## src/rtl/uart_pkg.sv

```systemverilog
// uart_pkg: shared UART definitions (LSR bit positions, receiver FSM encoding, frame width).
package uart_pkg;

    localparam int DATA_BITS = 8;

    localparam int LSR_DR   = 0;
    localparam int LSR_OE   = 1;
    localparam int LSR_PE   = 2;
    localparam int LSR_FE   = 3;
    localparam int LSR_THRE = 5;

    typedef enum logic [2:0] {
        RX_IDLE,
        RX_START,
        RX_DATA,
        RX_PARITY,
        RX_STOP,
        RX_BREAK
    } rx_state_e;

    function automatic logic even_parity(input logic [DATA_BITS-1:0] d);
        return ^d;
    endfunction

endpackage

```

## src/rtl/uart_rx_fifo.sv

```systemverilog
// uart_rx_fifo: synchronous FIFO with combinational head (zero when empty); a pop frees
// room for a push in the same cycle, a push into a full FIFO without a pop is dropped.
module uart_rx_fifo
    import uart_pkg::*;
#(
    parameter int DEPTH = 8,
    parameter int WIDTH = DATA_BITS
) (
    input  logic                     clk,
    input  logic                     rst,
    input  logic                     push,
    input  logic                     pop,
    input  logic [WIDTH-1:0]         din,
    output logic [WIDTH-1:0]         dout,
    output logic                     full,
    output logic                     empty,
    output logic [$clog2(DEPTH):0]   count
);

    localparam int AW = $clog2(DEPTH);
    localparam int CW = AW + 1;

    logic [WIDTH-1:0] mem [DEPTH];
    logic [AW-1:0]    wr_ptr;
    logic [AW-1:0]    rd_ptr;
    logic             do_push;
    logic             do_pop;

    assign empty   = (count == '0);
    assign full    = (count == CW'(DEPTH));
    assign do_pop  = pop && !empty;
    assign do_push = push && (!full || do_pop);
    assign dout    = empty ? '0 : mem[rd_ptr];

    always_ff @(posedge clk or posedge rst) begin
        if (rst) begin
            wr_ptr <= '0;
            rd_ptr <= '0;
            count  <= '0;
        end else begin
            if (do_push) wr_ptr <= wr_ptr + AW'(1);
            if (do_pop)  rd_ptr <= rd_ptr + AW'(1);
            if (do_push && !do_pop)      count <= count + CW'(1);
            else if (do_pop && !do_push) count <= count - CW'(1);
        end
    end

    // NOTE: storage is deliberately not reset; the count gates every read, so stale words are never seen.
    always_ff @(posedge clk) begin
        if (do_push) mem[wr_ptr] <= din;
    end

endmodule

```

## src/rtl/uart_rx_core.sv

```systemverilog
// uart_rx_core: synchronised serial receiver, 8N1 LSB first, feeding uart_rx_fifo with sticky LSR flags.
// Define UART_RX_PARITY_EN to receive 8E1 frames and report parity errors.
module uart_rx_core
    import uart_pkg::*;
#(
    parameter int CLKS_PER_BIT = 868,
    parameter int FIFO_DEPTH   = 8
) (
    input  logic                          i_clk,
    input  logic                          i_rst,
    input  logic                          i_rx,
    input  logic                          i_rd,
    input  logic                          i_clr_err,
    output logic [DATA_BITS-1:0]          o_data,
    output logic                          o_data_ready,
    output logic                          o_overrun,
    output logic                          o_parity_err,
    output logic                          o_frame_err,
    output logic [$clog2(FIFO_DEPTH):0]   o_count
);

    localparam int CW   = $clog2(CLKS_PER_BIT);
    localparam int BW   = $clog2(DATA_BITS);
    localparam int HALF = CLKS_PER_BIT / 2;

    logic                 rx_meta, rx_s, rx_prev;
    rx_state_e            state, state_n;
    logic [CW-1:0]        cnt, cnt_n;
    logic [BW-1:0]        bit_idx, bit_n;
    logic [DATA_BITS-1:0] shreg, shreg_n;
    logic                 push, frame_set, overrun_set;
    logic                 fifo_empty, fifo_full;

    // NOTE: sequential state always uses <= so every flop samples pre-edge values regardless of block order.
    always_ff @(posedge i_clk or posedge i_rst) begin
        if (i_rst) begin
            rx_meta <= 1'b1;
            rx_s    <= 1'b1;
            rx_prev <= 1'b1;
        end else begin
            rx_meta <= i_rx;
            rx_s    <= rx_meta;
            rx_prev <= rx_s;
        end
    end

    always_ff @(posedge i_clk or posedge i_rst) begin
        if (i_rst) begin
            state   <= RX_IDLE;
            cnt     <= '0;
            bit_idx <= '0;
            shreg   <= '0;
        end else begin
            state   <= state_n;
            cnt     <= cnt_n;
            bit_idx <= bit_n;
            shreg   <= shreg_n;
        end
    end

`ifdef UART_RX_PARITY_EN
    logic parity_set;
`endif

    // NOTE: every output of this block gets a default first, so no path can infer a latch.
    always_comb begin
        state_n   = state;
        cnt_n     = cnt + CW'(1);
        bit_n     = bit_idx;
        shreg_n   = shreg;
        push      = 1'b0;
        frame_set = 1'b0;
`ifdef UART_RX_PARITY_EN
        parity_set = 1'b0;
`endif
        case (state)
            RX_IDLE: begin
                cnt_n = '0;
                if (rx_prev && !rx_s) begin
                    state_n = RX_START;
                    bit_n   = '0;
                end
            end
            RX_START: begin
                if (cnt == CW'(HALF - 1)) begin
                    cnt_n   = '0;
                    state_n = rx_s ? RX_IDLE : RX_DATA;
                end
            end
            RX_DATA: begin
                if (cnt == CW'(CLKS_PER_BIT - 1)) begin
                    cnt_n   = '0;
                    shreg_n = {rx_s, shreg[DATA_BITS-1:1]};
                    bit_n   = bit_idx + BW'(1);
                    if (bit_idx == BW'(DATA_BITS - 1)) begin
`ifdef UART_RX_PARITY_EN
                        state_n = RX_PARITY;
`else
                        state_n = RX_STOP;
`endif
                    end
                end
            end
`ifdef UART_RX_PARITY_EN
            RX_PARITY: begin
                if (cnt == CW'(CLKS_PER_BIT - 1)) begin
                    cnt_n      = '0;
                    parity_set = (rx_s != even_parity(shreg));
                    state_n    = RX_STOP;
                end
            end
`endif
            RX_STOP: begin
                if (cnt == CW'(CLKS_PER_BIT - 1)) begin
                    cnt_n = '0;
                    push  = 1'b1;
                    if (rx_s) begin
                        state_n = RX_IDLE;
                    end else begin
                        frame_set = 1'b1;
                        state_n   = RX_BREAK;
                    end
                end
            end
            RX_BREAK: begin
                cnt_n = '0;
                if (rx_s) state_n = RX_IDLE;
            end
            default: begin
                cnt_n   = '0;
                state_n = RX_IDLE;
            end
        endcase
    end

    // A full FIFO is never empty, so i_rd alone tells whether the pop makes room.
    assign overrun_set = push && fifo_full && !i_rd;

    always_ff @(posedge i_clk or posedge i_rst) begin
        if (i_rst) begin
            o_overrun   <= 1'b0;
            o_frame_err <= 1'b0;
        end else begin
            o_overrun   <= overrun_set | (o_overrun & ~i_clr_err);
            o_frame_err <= frame_set   | (o_frame_err & ~i_clr_err);
        end
    end

`ifdef UART_RX_PARITY_EN
    always_ff @(posedge i_clk or posedge i_rst) begin
        if (i_rst) o_parity_err <= 1'b0;
        else       o_parity_err <= parity_set | (o_parity_err & ~i_clr_err);
    end
`else
    assign o_parity_err = 1'b0;
`endif

    uart_rx_fifo #(
        .DEPTH (FIFO_DEPTH),
        .WIDTH (DATA_BITS)
    ) u_fifo (
        .clk   (i_clk),
        .rst   (i_rst),
        .push  (push),
        .pop   (i_rd),
        .din   (shreg),
        .dout  (o_data),
        .full  (fifo_full),
        .empty (fifo_empty),
        .count (o_count)
    );

    assign o_data_ready = !fifo_empty;

endmodule

```

## config.mk

```make
export PLATFORM = sky130hd
export DESIGN_NAME = uart_rx_core
export DESIGN_NICKNAME = d
export VERILOG_FILES = /design/src/rtl/uart_pkg.sv /design/src/rtl/uart_rx_fifo.sv /design/src/rtl/uart_rx_core.sv
export SDC_FILE = /design/constraint.sdc
export NUM_CORES = 1
export LEC_CHECK = 0
export CORE_MARGIN = 1.5
export CORE_UTILIZATION = 50
export CTS_BUF_LIST = sky130_fd_sc_hd__clkbuf_16
export DETAILED_ROUTE_END_ITERATION = 10
export PLACE_DENSITY = 0.71
export SYNTH_ARGS = -nofsm -noshare
export SYNTH_HDL_FRONTEND = slang
export SYNTH_SLANG_ARGS = --single-unit
export TNS_END_PERCENT = 30
```

## constraint.sdc

```tcl
create_clock -name i_clk -period 5.63 [get_ports i_clk]
set_clock_uncertainty 0.15 [all_clocks]
set_input_delay 1.126 -clock i_clk [delete_from_list [all_inputs] [get_ports i_clk]]
set_output_delay 1.126 -clock i_clk [all_outputs]
set_load 0.1 [all_outputs]
```

==> results of run 1 <==
power breakdown:
group	leakage (uW)	internal, uW	total (uW)	switching (uW)
clock network	0.000161	431	680	249
registers	0.00127	816	844	28.8
logic	0.000578	29.4	63.2	33.9
layout make-up:
cell class | instances | area [um^2] | share of cell area, %
flip-flops and latches | 103 | 2900 | 57.1
multi-input cells | 161 | 1440 | 28.3
repair buffers | 25 | 235 | 4.63
clock buffers | 9 | 225 | 4.43
well taps | 108 | 135 | 2.66
clock inverters | 7 | 111 | 2.19
inverters | 9 | 33.8 | 0.665
cells in the final DEF, fill, tap and decap left out, types with 5 or more instances in the layout:
cell	instances
nand2b_1	5
nor3_1	7
edfxtp_1	64
clkbuf_16	9
mux4_2	16
o21ai_0	7
xor2_1	5
mux2_2	10
nand4_1	9
buf_4	6
nand3_1	7
ha_1	9
mux2i_1	9
nand2_1	10
xnor2_1	9
inv_1	9
clkdlybuf4s50_1	19
dfrtp_1	36
nor2_1	25
layer usage:
layer | up-vias | wire length, um | global-route usage, %
met4 | 0 | 65 | 6.35
met1 | 1201 | 3440 | 23.1
met3 | 4 | 215 | 2.81
met5 | - | 0 | 0
met2 | 36 | 4070 | 30.7
li1 | 1129 | - | -
flip-flops by register name, indices dropped and copies added, names as in the netlist:
signal and flops:
u_fifo.mem 64, rx_meta 1, u_fifo.rd_ptr 3, o_frame_err 1
u_fifo.count 4, state 3, rx_s 1, shreg 8
u_fifo.wr_ptr 3, bit_idx 3, cnt 10, o_overrun 1
rx_prev 1
cells by family after synthesis:
kind of cell / share of synthesized area (%)
other: 0.0845
muxes: 13.0
adders and majority gates: 2.99
and+or+nand+nor: 10.2
DFF: 65.4
buffers and inverters: 2.31
xor gates and xnor gates: 2.76
AOI/OAI and AO/OA: 3.22
synthesized netlist by cell type, types with 2 or more instances:
master	instances	area share, %
edfxtp_1	64	43
o21ai_0	7	0.79
nand4_1	9	1.3
buf_6	2	0.51
buf_2	3	0.34
mux4_2	16	8.1
and3_1	3	0.42
o22ai_1	2	0.28
buf_4	2	0.34
ha_1	9	2.5
xnor2_1	9	1.8
nor2_1	25	2.1
mux2i_1	9	2.0
mux2_2	10	2.5
buf_1	2	0.17
nand3_1	7	0.79
inv_1	9	0.76
xor2_1	5	0.99
dfstp_2	3	1.8
nand2b_1	5	0.71
nor3_1	8	0.90
dfrtp_1	36	20
nand2_1	10	0.85
path summary, 6_finish.rpt:
kind                                              start  cells after the start  slack, ps                          end
hold reg to reg                       rx_meta$_DFF_PP1_                      0        210               rx_s$_DFF_PP1_
setup reg to reg            u_fifo.count[1]$_DFFE_PP0P_                      9       2330  u_fifo.count[3]$_DFFE_PP0P_
setup / recovery           u_fifo.rd_ptr[0]$_DFFE_PP0P_                      5       1210                    o_data[5]
min in group asynchronous                         i_rst                      3       1080             cnt[5]$_DFF_PP0_
max in group asynchronous                         i_rst                      3       3890            rx_prev$_DFF_PP1_
hold / removal                        rx_meta$_DFF_PP1_                      0        210               rx_s$_DFF_PP1_
metrics by stage:
stage | power (uW) | cell area, um^2 | worst slack, ps
2_1_floorplan | 908 | 4440 | 1830
3_3_place_gp | 921 | 4740 | 1580
3_5_place_dp | 924 | 4740 | 1540
4_1_cts | 1600 | 5080 | 1150
5_1_grt | 1640 | 5080 | 1050
6_report | 1590 | 5080 | 1210
==> impl_results.md, run 1 <==
* Outcome: completed
* Cells after synthesis at 284
* Global-route wire length before repair at 12800 um
* Die W at 97.2 um
* Sequential fraction of the synthesis area at 65.4%
* Setup tns final at 0 ps
* CTS Buf Count at 9
* CP bufs+invs at 2
* Critical Path End Type: primary output
* Die Area at 9450 um^2
* Avg Cell Area, Syn at 15.6 um^2
* Starting Density at 51.1%
* Fin crit share at 78.5%
* Mapped Area at 4440 um^2
* RSZ-0062 raised after global routing: false
* # port buffers at 19
* Antenna violation net count after detailed routing at 0
* Vias/cell at 5.62
* Max clock buf depth at 2
* Worst skew pair latency at 330 ps
* Share of layout cells above drive strength 1 at 18.5%
* Post_cts resized at 0
* Post-Syn Nets at 299
* DR WL/cell at 18.5 um
* Synth Flop Type: edfxtp_1
* Total GRT Usage at 17.9%
* Highest clock rate at 226 MHz
* CTS clock-pin slew for the worst setup and hold paths at 60 ps
* Syn-to-layout area delta at 14.5%
* Seq cells post-synth at 103
* DRC at 0
* First-iteration detailed-routing DRC count at 136
* Critical Path Fanout Max at 10
* # nets final at 324
* TritonCTS clock tree: done
* Pin count of the biggest net entering global routing at 40
* Slowest cell on the critical path: clkdlybuf4s50_1
* Hold Crit Class: register to register
* Number of global-route vias before repair at 2455
* Final setup viols at 0
* Placer Congestion at 0.807
* CP top delay family: buffers and inverters
* Clk root buf: clkbuf_16
* Max-Cap Viols at 0
* Final min period at 4420 ps
* Non-filler cells, final at 422
* PD cells at 312 nW/um^2
* CP max stage delay at 990 ps
* Antenna Cells at 0
* Ys Warns at 0
* Top Ports at 21
* Crit Path Class: register to primary output
* Initial antenna violation count at 0
* Peak supply drop at 0.193 mV
* # hold bufs at CTS at 0
* Filler Cell Count at 680
* Placed Instances at 406
* Slew @ Worst Pin at 972 ps
* Drt pass-1 iters at 7
* Rel. slew slack at 35.0%
* CORE AREA at 8680 um^2
* Grt total ovfl at 0
* Arrival @ worst endpoint at 3140 ps
* Post-CTS Setup Bufs at 0
* Total Wirelength at 7790 um
* Synth cell types at 52
* WHS at 209 ps
* CTS H-tree lvls at 3
* Crit start category: register
* Number of synthesized flops with an enable pin at 64
* Data required, critical path at 4350 ps
* CP cell instances: buf_4, mux4_2, mux2i_1, nor2_1, clkdlybuf4s50_1
* Total clock sinks at 103
* Row count at 34
* LEAKAGE at 0.00201 uW
* Final hold viol count at 0
* Die Span Y at 97.2 um
* DR vias at 2370
* Slew Viols, Final at 0
* FFs w/ async S/R, synth at 37.9%
* Util after Layout at 58.5%
* Hpwl dp at 5130 um
(Power assumes the default switching activity.)
==> run 2, diff against run 1 <==
clock period = 4.1 ns   (was 5.63 ns; I/O delays follow)
==> impl_results.md, run 2 (synthesis gave the netlist of run 1 again) <==
* LEAKAGE at 0.00202 uW (+0.42%)
* WHS Path Cells at 0 (unchanged)
* DR vias at 2392 (+0.93%)
* Rel. slew slack at 35.2% (+0.24 points)
* Hold EP: rx_s$_DFF_PP1_
* Share of layout cells above drive strength 1 at 22.9% (+4.4 points)
* # hold bufs at CTS at 0 (unchanged)
* DRC at 0 (unchanged)
* Top Ports at 21 (unchanged)
* Max clock buf depth at 2 (unchanged)
* Post_cts resized at 0 (unchanged)
* # nets final at 329 (+1.5%)
* Outcome: completed
* PD cells at 404 nW/um^2 (+29%)
* Worst r2r dst: u_fifo.count[3]$_DFFE_PP0P_
* Worst R2R Start: cnt[0]$_DFF_PP0_
* Starting Density at 51.1% (unchanged)
* Global-route wire length before repair at 12600 um (-1.7%)
* CTS clock-pin slew for the worst setup and hold paths at 70 ps (about the same)
* Critical Path Fanout Max at 10 (unchanged)
* Most frequent cells in the layout: edfxtp_1, dfrtp_1, nor2_1
* Row count at 34 (unchanged)
* TritonCTS clock tree: done
* Die Area at 9450 um^2 (unchanged)
* Grt total ovfl at 0 (unchanged)
* Total Wirelength at 7600 um (-2.4%)
* Crit Path Class: register to primary output
* Peak supply drop at 0.271 mV (+41%)
* CTS H-tree lvls at 3 (unchanged)
* Slew @ Worst Pin at 969 ps (-3.55 ps)
* Largest register FFs at 64 (unchanged)
* DR WL/cell at 17.8 um (-3.6%)
* Data required, critical path at 3130 ps (-1220 ps)
* Antenna Cells at 0 (unchanged)
* Fin crit share at 79.9%
* Max-Cap Viols at 0 (unchanged)
* Setup tns final at 0 ps (unchanged)
* Antenna violation net count after detailed routing at 0 (unchanged)
* Vias/cell at 5.60 (-0.25%)
* Largest regs: u_fifo.mem x64, cnt x10, shreg x8
* Largest register by flop count: u_fifo.mem
* Total clock sinks at 103 (unchanged)
* Hpwl dp at 5030 um (-1.9%)
* Critical Path End Type: primary output
* Arrival @ worst endpoint at 2310 ps (-830 ps)
* Setup WS pre-CTS at 591 ps (-947 ps)
* Drt pass-1 iters at 4 (-3)
* Worst skew pair latency at 330 ps (about the same)
* Pin count of the biggest net entering global routing at 21 (-48%)
* Highest clock rate at 305 MHz
* Crit start category: register
* Post-CTS Setup Bufs at 0 (unchanged)
* Initial antenna violation count at 0 (unchanged)
* Final WS setup at 823 ps (-390 ps)
* CORE AREA at 8680 um^2 (unchanged)
* CTS Buf Count at 9 (unchanged)
* Final min period at 3280 ps
* First-iteration detailed-routing DRC count at 76 (-44%)
* Syn-to-layout area delta at 13.5%
* Clk root buf: clkbuf_16
* Final hold viol count at 0 (unchanged)
* Final setup viols at 0 (unchanged)
* R2R cell count at 11 (+2)
* Number of global-route vias before repair at 2492 (+1.5%)
* Die Span Y at 97.2 um (unchanged)
* Hold Crit Class: register to register
* R2R setup slack at 850 ps (-1480 ps)
* Commonest non-fill, non-tap cell in the layout: edfxtp_1
* Total GRT Usage at 17.4% (-0.47 points)
* Slew Viols, Final at 0 (unchanged)
* Die W at 97.2 um (unchanged)
* RSZ-0062 raised after global routing: false
* # port buffers at 19 (unchanged)
* Placer Congestion at 0.816 (+1.1%)
* Hold_sp: rx_meta$_DFF_PP1_
==> run 2: area by class of cell <==
type | instances | area (um^2)
Sequential cell | 103 | 2900
Multi-Input combinational cell | 161 | 1430
Clock inverter | 7 | 56.3
Fill cell | 671 | 3640
Timing Repair Buffer | 30 | 250
Inverter | 9 | 33.8
Tap cell | 108 | 135
Clock buffer | 9 | 225
==> run 2: how the worst max path moves through the flow <==
stage | from | to | depth (start not counted)
6_report | u_fifo.rd_ptr[0]$_DFFE_PP0P_ | o_data[1] | 5
5_1_grt | u_fifo.rd_ptr[0]$_DFFE_PP0P_ | o_data[6] | 5
4_1_cts | u_fifo.rd_ptr[0]$_DFFE_PP0P_ | o_data[6] | 5
3_5_place_dp | i_rd | u_fifo.count[3]$_DFFE_PP0P_ | 10
3_3_place_gp | i_rd | u_fifo.count[3]$_DFFE_PP0P_ | 10
2_1_floorplan | u_fifo.count[0]$_DFFE_PP0P_ | u_fifo.count[3]$_DFFE_PP0P_ | 9
==> run 2: metrics by stage <==
step | cell area [um^2] | instances | util (%) | total power (uW) | hold WS [ps]
after floorplan | 4440 | 284 | - | 1250 | 195
after global placement | 4750 | 411 | 54.8 | 1260 | 197
after detailed placement | 4750 | 411 | 54.8 | 1270 | 198
after CTS | 5030 | 427 | 58.0 | 2050 | 208
after global routing | 5030 | 427 | 58.0 | 2110 | 216
final | 5030 | 427 | 58.0 | 2030 | 207
==> run 2: power by group <==
part	switching [uW]	leakage, uW	internal [uW]
clock network	375	0.000125	417
logic	45.5	0.000622	39.7
registers	37.8	0.00127	1120
total	458	0.00202	1580
==> run 2: critical path: stages (launching register included) <==
cell	delay [ps]
dfrtp_1	670
buf_4	340
mux4_2	520
mux2i_1	160
nor2_1	60
buf_4	230
==> run 2: routing by layer <==
layer	up-vias	part of all wire [%]	global-route usage (%)
li1	1136	-	-
met1	1203	43	22.5
met2	42	52	30.1
met3	11	2.7	3.24
met4	0	1.3	5.02
met5	-	0	0
